File: src/rtl/time_set_rx.sv
// time_set_rx: UART 8N1 receiver for BCD time/date preset frames.
// Frame A5,SS,MM,HH,DD,MO,YH,YL,CK is validated, then load strobes new fields.
//
// Ports:
//   clk, rst_n         system clock, async active-low reset
//   rx                 serial input, idle high, asynchronous
//   load               1-cycle pulse, fields hold a newly accepted time/date
//   sec/min/hour/day/month/year_*   registered BCD fields
//   frame_err          1-cycle pulse, frame rejected
//   busy               header seen, frame still pending
module time_set_rx #(
  parameter int F_IN = 50_000_000,
  parameter int BAUD = 115_200
) (
  input  logic       clk,
  input  logic       rst_n,
  input  logic       rx,
  output logic       load,
  output logic [3:0] sec_unit,
  output logic [3:0] sec_ten,
  output logic [3:0] min_unit,
  output logic [3:0] min_ten,
  output logic [3:0] hour_unit,
  output logic [1:0] hour_ten,
  output logic [3:0] day_unit,
  output logic [1:0] day_ten,
  output logic [3:0] month_unit,
  output logic [1:0] month_ten,
  output logic [3:0] year_thou,
  output logic [3:0] year_hund,
  output logic [3:0] year_ten,
  output logic [3:0] year_unit,
  output logic       frame_err,
  output logic       busy
);

  localparam int CPB = F_IN / BAUD;
  localparam int CW  = $clog2(CPB);
  localparam int TW  = $clog2(20 * CPB);
  localparam logic [CW-1:0] CPB_M1  = CW'(CPB - 1);
  localparam logic [CW-1:0] HALF_M1 = CW'(CPB / 2 - 1);
  localparam logic [TW-1:0] TMO_M1  = TW'(20 * CPB - 1);

  typedef enum logic [1:0] {
    B_IDLE, B_START, B_DATA, B_STOP
  } bit_st_e;

  typedef enum logic {
    F_HDR, F_COLLECT
  } frm_st_e;

  // rx synchroniser
  logic rx_s1_q, rx_s2_q;

  always_ff @(posedge clk or negedge rst_n) begin
    if (!rst_n) begin
      rx_s1_q <= 1'b1;
      rx_s2_q <= 1'b1;
    end else begin
      rx_s1_q <= rx;
      rx_s2_q <= rx_s1_q;
    end
  end

  // bit level receiver
  bit_st_e       bst_q, bst_d;
  logic [CW-1:0] cnt_q, cnt_d;
  logic [2:0]    bitn_q, bitn_d;
  logic [7:0]    sh_q, sh_d;
  logic          start_edge;
  logic          byte_ok;
  logic          byte_bad;

  always_ff @(posedge clk or negedge rst_n) begin
    if (!rst_n) begin
      bst_q  <= B_IDLE;
      cnt_q  <= '0;
      bitn_q <= '0;
      sh_q   <= '0;
    end else begin
      bst_q  <= bst_d;
      cnt_q  <= cnt_d;
      bitn_q <= bitn_d;
      sh_q   <= sh_d;
    end
  end

  always_comb begin
    bst_d      = bst_q;
    cnt_d      = cnt_q;
    bitn_d     = bitn_q;
    sh_d       = sh_q;
    start_edge = 1'b0;
    byte_ok    = 1'b0;
    byte_bad   = 1'b0;
    unique case (bst_q)
      B_IDLE: begin
        if (!rx_s2_q) begin
          bst_d      = B_START;
          cnt_d      = '0;
          start_edge = 1'b1;
        end
      end
      B_START: begin
        if (cnt_q == HALF_M1) begin
          // start bit re-checked mid-bit to reject glitches
          cnt_d  = '0;
          bitn_d = '0;
          bst_d  = rx_s2_q ? B_IDLE : B_DATA;
        end else begin
          cnt_d = cnt_q + 1'b1;
        end
      end
      B_DATA: begin
        if (cnt_q == CPB_M1) begin
          cnt_d  = '0;
          sh_d   = {rx_s2_q, sh_q[7:1]};
          bitn_d = bitn_q + 1'b1;
          if (bitn_q == 3'd7)
            bst_d = B_STOP;
        end else begin
          cnt_d = cnt_q + 1'b1;
        end
      end
      B_STOP: begin
        if (cnt_q == CPB_M1) begin
          bst_d    = B_IDLE;
          cnt_d    = '0;
          byte_ok  = rx_s2_q;
          byte_bad = !rx_s2_q;
        end else begin
          cnt_d = cnt_q + 1'b1;
        end
      end
    endcase
  end

  // payload checks; pay_q holds SS at [7:0] up to YL at [55:48]
  logic [55:0] pay_q, pay_d;
  logic [7:0]  ss, mm, hh, dd, mo, yh, yl;
  logic        nib_ok;
  logic        leap;
  logic        mo30;
  logic [7:0]  dd_max;
  logic        frame_good;

  assign ss = pay_q[7:0];
  assign mm = pay_q[15:8];
  assign hh = pay_q[23:16];
  assign dd = pay_q[31:24];
  assign mo = pay_q[39:32];
  assign yh = pay_q[47:40];
  assign yl = pay_q[55:48];

  function automatic logic div4(input logic [4:0] b);
    if (b[4])
      return (b[3:0] == 4'd2) || (b[3:0] == 4'd6);
    return (b[3:0] == 4'd0) || (b[3:0] == 4'd4) ||
           (b[3:0] == 4'd8);
  endfunction

  always_comb begin
    nib_ok = 1'b1;
    for (int i = 0; i < 14; i++)
      if (pay_q[4*i +: 4] > 4'd9)
        nib_ok = 1'b0;
  end

  assign leap = (yl != 8'h00) ? div4(yl[4:0])
                              : div4(yh[4:0]);

  assign mo30 = (mo == 8'h04) || (mo == 8'h06) ||
                (mo == 8'h09) || (mo == 8'h11);

  always_comb begin
    dd_max = 8'h31;
    unique case (1'b1)
      mo == 8'h02: dd_max = leap ? 8'h29 : 8'h28;
      mo30:        dd_max = 8'h30;
      default:     dd_max = 8'h31;
    endcase
  end

  // sh_q carries CK while its stop bit is being accepted;
  // raw compares are valid BCD compares once nib_ok holds
  assign frame_good = nib_ok &&
                      (ss <= 8'h59) && (mm <= 8'h59) &&
                      (hh <= 8'h23) &&
                      (mo >= 8'h01) && (mo <= 8'h12) &&
                      (dd >= 8'h01) && (dd <= dd_max) &&
                      (sh_q == (ss ^ mm ^ hh ^ dd ^ mo ^ yh ^ yl));

  // frame level
  frm_st_e       fst_q, fst_d;
  logic [2:0]    idx_q, idx_d;
  logic [TW-1:0] tmo_q, tmo_d;
  logic          load_q, load_d;
  logic          err_q, err_d;
  logic [7:0]    sec_q, sec_d;
  logic [7:0]    min_q, min_d;
  logic [5:0]    hour_q, hour_d;
  logic [5:0]    day_q, day_d;
  logic [5:0]    mon_q, mon_d;
  logic [15:0]   year_q, year_d;

  always_ff @(posedge clk or negedge rst_n) begin
    if (!rst_n) begin
      fst_q  <= F_HDR;
      idx_q  <= '0;
      pay_q  <= '0;
      tmo_q  <= '0;
      load_q <= 1'b0;
      err_q  <= 1'b0;
      sec_q  <= 8'h00;
      min_q  <= 8'h00;
      hour_q <= 6'h00;
      day_q  <= 6'h01;
      mon_q  <= 6'h01;
      year_q <= 16'h2000;
    end else begin
      fst_q  <= fst_d;
      idx_q  <= idx_d;
      pay_q  <= pay_d;
      tmo_q  <= tmo_d;
      load_q <= load_d;
      err_q  <= err_d;
      sec_q  <= sec_d;
      min_q  <= min_d;
      hour_q <= hour_d;
      day_q  <= day_d;
      mon_q  <= mon_d;
      year_q <= year_d;
    end
  end

  always_comb begin
    fst_d  = fst_q;
    idx_d  = idx_q;
    pay_d  = pay_q;
    tmo_d  = tmo_q;
    load_d = 1'b0;
    err_d  = 1'b0;
    sec_d  = sec_q;
    min_d  = min_q;
    hour_d = hour_q;
    day_d  = day_q;
    mon_d  = mon_q;
    year_d = year_q;
    unique case (fst_q)
      F_HDR: begin
        if (byte_ok && sh_q == 8'hA5) begin
          fst_d = F_COLLECT;
          idx_d = '0;
          tmo_d = '0;
        end
      end
      F_COLLECT: begin
        if (byte_bad) begin
          err_d = 1'b1;
          fst_d = F_HDR;
        end else if (byte_ok) begin
          tmo_d = '0;
          if (idx_q == 3'd7) begin
            fst_d = F_HDR;
            if (frame_good) begin
              load_d = 1'b1;
              sec_d  = ss;
              min_d  = mm;
              hour_d = hh[5:0];
              day_d  = dd[5:0];
              mon_d  = mo[5:0];
              year_d = {yh, yl};
            end else begin
              err_d = 1'b1;
            end
          end else begin
            pay_d = {sh_q, pay_q[55:8]};
            idx_d = idx_q + 1'b1;
          end
        end else if (start_edge) begin
          tmo_d = '0;
        end else if (bst_q == B_IDLE) begin
          // line idle between bytes of an open frame
          if (tmo_q == TMO_M1) begin
            err_d = 1'b1;
            fst_d = F_HDR;
          end else begin
            tmo_d = tmo_q + 1'b1;
          end
        end
      end
    endcase
  end

  assign load       = load_q;
  assign frame_err  = err_q;
  assign busy       = (fst_q == F_COLLECT);
  assign sec_unit   = sec_q[3:0];
  assign sec_ten    = sec_q[7:4];
  assign min_unit   = min_q[3:0];
  assign min_ten    = min_q[7:4];
  assign hour_unit  = hour_q[3:0];
  assign hour_ten   = hour_q[5:4];
  assign day_unit   = day_q[3:0];
  assign day_ten    = day_q[5:4];
  assign month_unit = mon_q[3:0];
  assign month_ten  = mon_q[5:4];
  assign year_thou  = year_q[15:12];
  assign year_hund  = year_q[11:8];
  assign year_ten   = year_q[7:4];
  assign year_unit  = year_q[3:0];

endmodule

File: config.mk
export PLATFORM = sky130hd
export DESIGN_NAME = time_set_rx
export DESIGN_NICKNAME = d
export VERILOG_FILES = /design/src/rtl/time_set_rx.sv
export SDC_FILE = /design/constraint.sdc
export NUM_CORES = 1
export LEC_CHECK = 0
export ABC_CLOCK_PERIOD_IN_PS = 9730
export CAP_MARGIN = 20
export CELL_PAD_IN_SITES_DETAIL_PLACEMENT = 2
export CELL_PAD_IN_SITES_GLOBAL_PLACEMENT = 2
export CORE_MARGIN = 4
export CORE_UTILIZATION = 31
export DETAILED_ROUTE_END_ITERATION = 16
export DONT_BUFFER_PORTS = 1
export MAX_ROUTING_LAYER = met4
export PLACE_DENSITY_LB_ADDON = 0.15
export SYNTH_ARGS = -nofsm -noshare
export SYNTH_HDL_FRONTEND = slang
export SYNTH_SLANG_ARGS = --single-unit
File: constraint.sdc
create_clock -name clk -period 9.73 [get_ports clk]
set_input_delay 1.946 -clock clk [delete_from_list [all_inputs] [get_ports clk]]
set_output_delay 1.946 -clock clk [all_outputs]
set_load 0.005 [all_outputs]
==> impl_metrics.toml <==
[drt]
first_pass_iters = 4
wl_um = 18500
vias = 4761
vias_per_cell = 5.11
wl_per_cell_um = 19.9
drc = 0
drtIter0Drc = 201
ant_nets = 0

[yosys]
syn_inst = 600
synthFlopType = "dfrtp_1"
synth_fa_ha_area_share_pct = 1.83
synth_edf_count = 0
yosys-mux-area-fraction_pct = 19.3
synth_simple_gate_area_share_pct = 10.9
synth-xor-area-share_pct = 7.47
syn_area_um2 = 7510
ys_ff_latch = 150
ys_types = 68
synth_compound_area_share_pct = 7.77
synth_warnings = 0
ys_seq_area_share_pct = 50.1
synth_top_family_by_area = "multiplexers"
synthesis.nets = 614
synthArstFlopShare_pct = 100
avgSynthCellArea_um2 = 12.5

[die]
initial_utilization_pct = 31.7
core_area_um2 = 23700
io_pins = 56
die_width_um = 164
die-height_um = 164
dieArea_um2 = 26800
rows = 56

[cts]
htreeDepth = 4
clk_pin_slew_ns = 0.07
cts_setup_buffers = 0
cts_tree = "yes"
clk_path_buf_depth = 2
worstSkewPairLatency_ns = 0.43
numCtsBuffers = 17
cts.sinks = 150
post_cts_resized = 0
root_buffer = "clkbuf_16"
ctsHoldBuffers = 0

[critical_path]
r2r-start = "pay_q[43]"
worstSetupPathType = "flip-flop to flip-flop"
end_kind = "flip-flop"
cp_data_arrival_time_ns = 4.78
crit_fanout = 29
slowest_stage = "buf_4"
r2r-end = "year_q[14]"
required_ns = 10.04
slowest_delay_ns = 0.51
r2r_cells = 14
crit_buf_inv = 1
crit_top_cell = "a21oi_1"
startpoint_type = "flip-flop"
cp_top_family = "compound AO/OA/AOI/OAI gates"
r2r_slack_ns = 5.26
crit_chain = "a211o_1, a21oi_1, nor3_1, a2111o_1, a21oi_1, a2bb2oi_1, ha_1, or3b_2, a21boi_1, o2111ai_1, nor3b_2, nand4_4, buf_4, mux2_4"

[placed_design]
gp_congestion = 0.804
post-place-ws_ns = 5.28
post-dp-hpwl_um = 12600
port_buffers = 0

[hold_path]
hold_end = "rx_s2_q"
min_path_type = "flip-flop to flip-flop"
min_path_cells = 0
min_from = "rx_s1_q"

[pwr]
p_per_area_nw_per_um2 = 154
power.total_w = 0.00129
vdd_drop_max_mv = 0.0815
leakage_nw = 3.89

[sta]
tns_ns = 0
period_minus_slack_ns = 4.47
hold_viol_final = 0
max_freq_mhz = 223
tightest_slew_ns = 1.18
finClkSkew_ns = 0.0117
finalSetupViolCount = 0
finalCritPeriodShare_pct = 46.0
rsz0062_at_grt = "no"
slew_violations = 0
relSlewSlack_pct = 21.6
setup_ws_ns = 5.26

[grt]
grt_pass1_vias = 5285
grt_use_total_pct = 14.9
grt_overflow = 0
grt_pass1_wl_um = 30500
antenna_found_initial = 0
grt_max_degree = 151

[flow_run]
drv_cap = 0

[final_layout]
layout_common_cells = "dfrtp_1, mux2_2, xnor2_1"
antenna_cells = 0
layout_commonest_cell = "dfrtp_1"
drive_gt1_share_pct = 27.1
area_growth_pct = 11.6
nets = 613
n_fill_cell = 2508

[outcome]
outcome = "complete, no violations"
[cell usage after synthesis, drive strengths merged (4+ instances only)]
master / n / share of area, %
nand2b: 4 / 0.33
inv: 13 / 0.65
dfrtp: 145 / 48
nor4: 7 / 0.67
a21oi: 10 / 0.67
clkbuf: 5 / 0.27
dfstp: 5 / 1.7
mux2: 111 / 19
and2: 7 / 0.58
ha: 11 / 1.8
o31ai: 7 / 0.88
nand4: 14 / 1.2
nor3: 9 / 0.73
nand3: 16 / 1.1
buf: 17 / 1.7
xor2: 14 / 1.6
xnor2: 50 / 5.8
nor3b: 5 / 0.57
o21ai: 37 / 2.5
nand2: 21 / 1.0
nor2: 31 / 1.5
[state kept, by name, indices dropped and copies added (netlist names), 3 cells and up, named ones only]
signal	flops
idx_q	3
min_q	8
bitn_q	3
sh_q	8
day_q	6
year_q	16
mon_q	6
hour_q	6
cnt_q	9
tmo_q	14
pay_q	56
sec_q	8
[report_power, final]
part / leakage (nW) / switching [W] / total, W / internal, W
combinational: 1.55 / 0.000000531 / 0.000000634 / 0.000000102
clock: 0.284 / 0.000276 / 0.000663 / 0.000387
sequential: 2.06 / 0.000000748 / 0.000625 / 0.000624
[cell families (layout without fill, tap and decap cells)]
logic type                 Yosys count  in the layout
adders and majority gates           11             11
and+or+nand+nor                    141            141
DFF                                150            150
muxes                              113            113
buffers and inverters               35             47
AOI/OAI and AO/OA                   86             86
xor gates and xnor gates            64             64
[worst max path at each step]
stage | from | to | slack, ns | cells after the start
global route | pay_q[43] | year_q[9] | 4.98 | 14
floorplan | pay_q[43] | day_q[1] | 6.28 | 14
finish | pay_q[43] | year_q[14] | 5.26 | 14
CTS | pay_q[43] | year_q[14] | 5.22 | 14
global placement | pay_q[43] | year_q[14] | 5.34 | 14
detailed placement | pay_q[43] | year_q[2] | 5.28 | 14
[metrics by stage]
stage / util [%] / instances / hold slack, ns / area (um^2)
6_report: 35.4 / 931 / 0.359 / 8380
5_1_grt: 35.4 / 931 / 0.363 / 8380
4_1_cts: 35.4 / 931 / 0.361 / 8380
3_5_place_dp: 32.9 / 899 / 0.351 / 7790
3_3_place_gp: 32.9 / 899 / 0.349 / 7790
2_1_floorplan: - / 600 / 0.345 / 7510
[layout make-up]
cell class	instances	area [um^2]	share of cell area, %
inverters	13	48.8	0.582
repair buffers	2	15.0	0.179
well taps	319	399	4.76
clock buffers	18	439	5.24
clock inverters	14	153	1.82
multi-input cells	415	3560	42.5
flip-flops and latches	150	3760	44.9
[routing by layer]
metal	up-vias	track usage [%]	wire length (um)
li1	2168	-	-
met1	2511	18.7	8330
met2	65	24.5	9310
met3	17	3.15	648
met4	0	4.46	217
met5	-	-	0
Note: power is estimated with default switching activity, not from simulation.
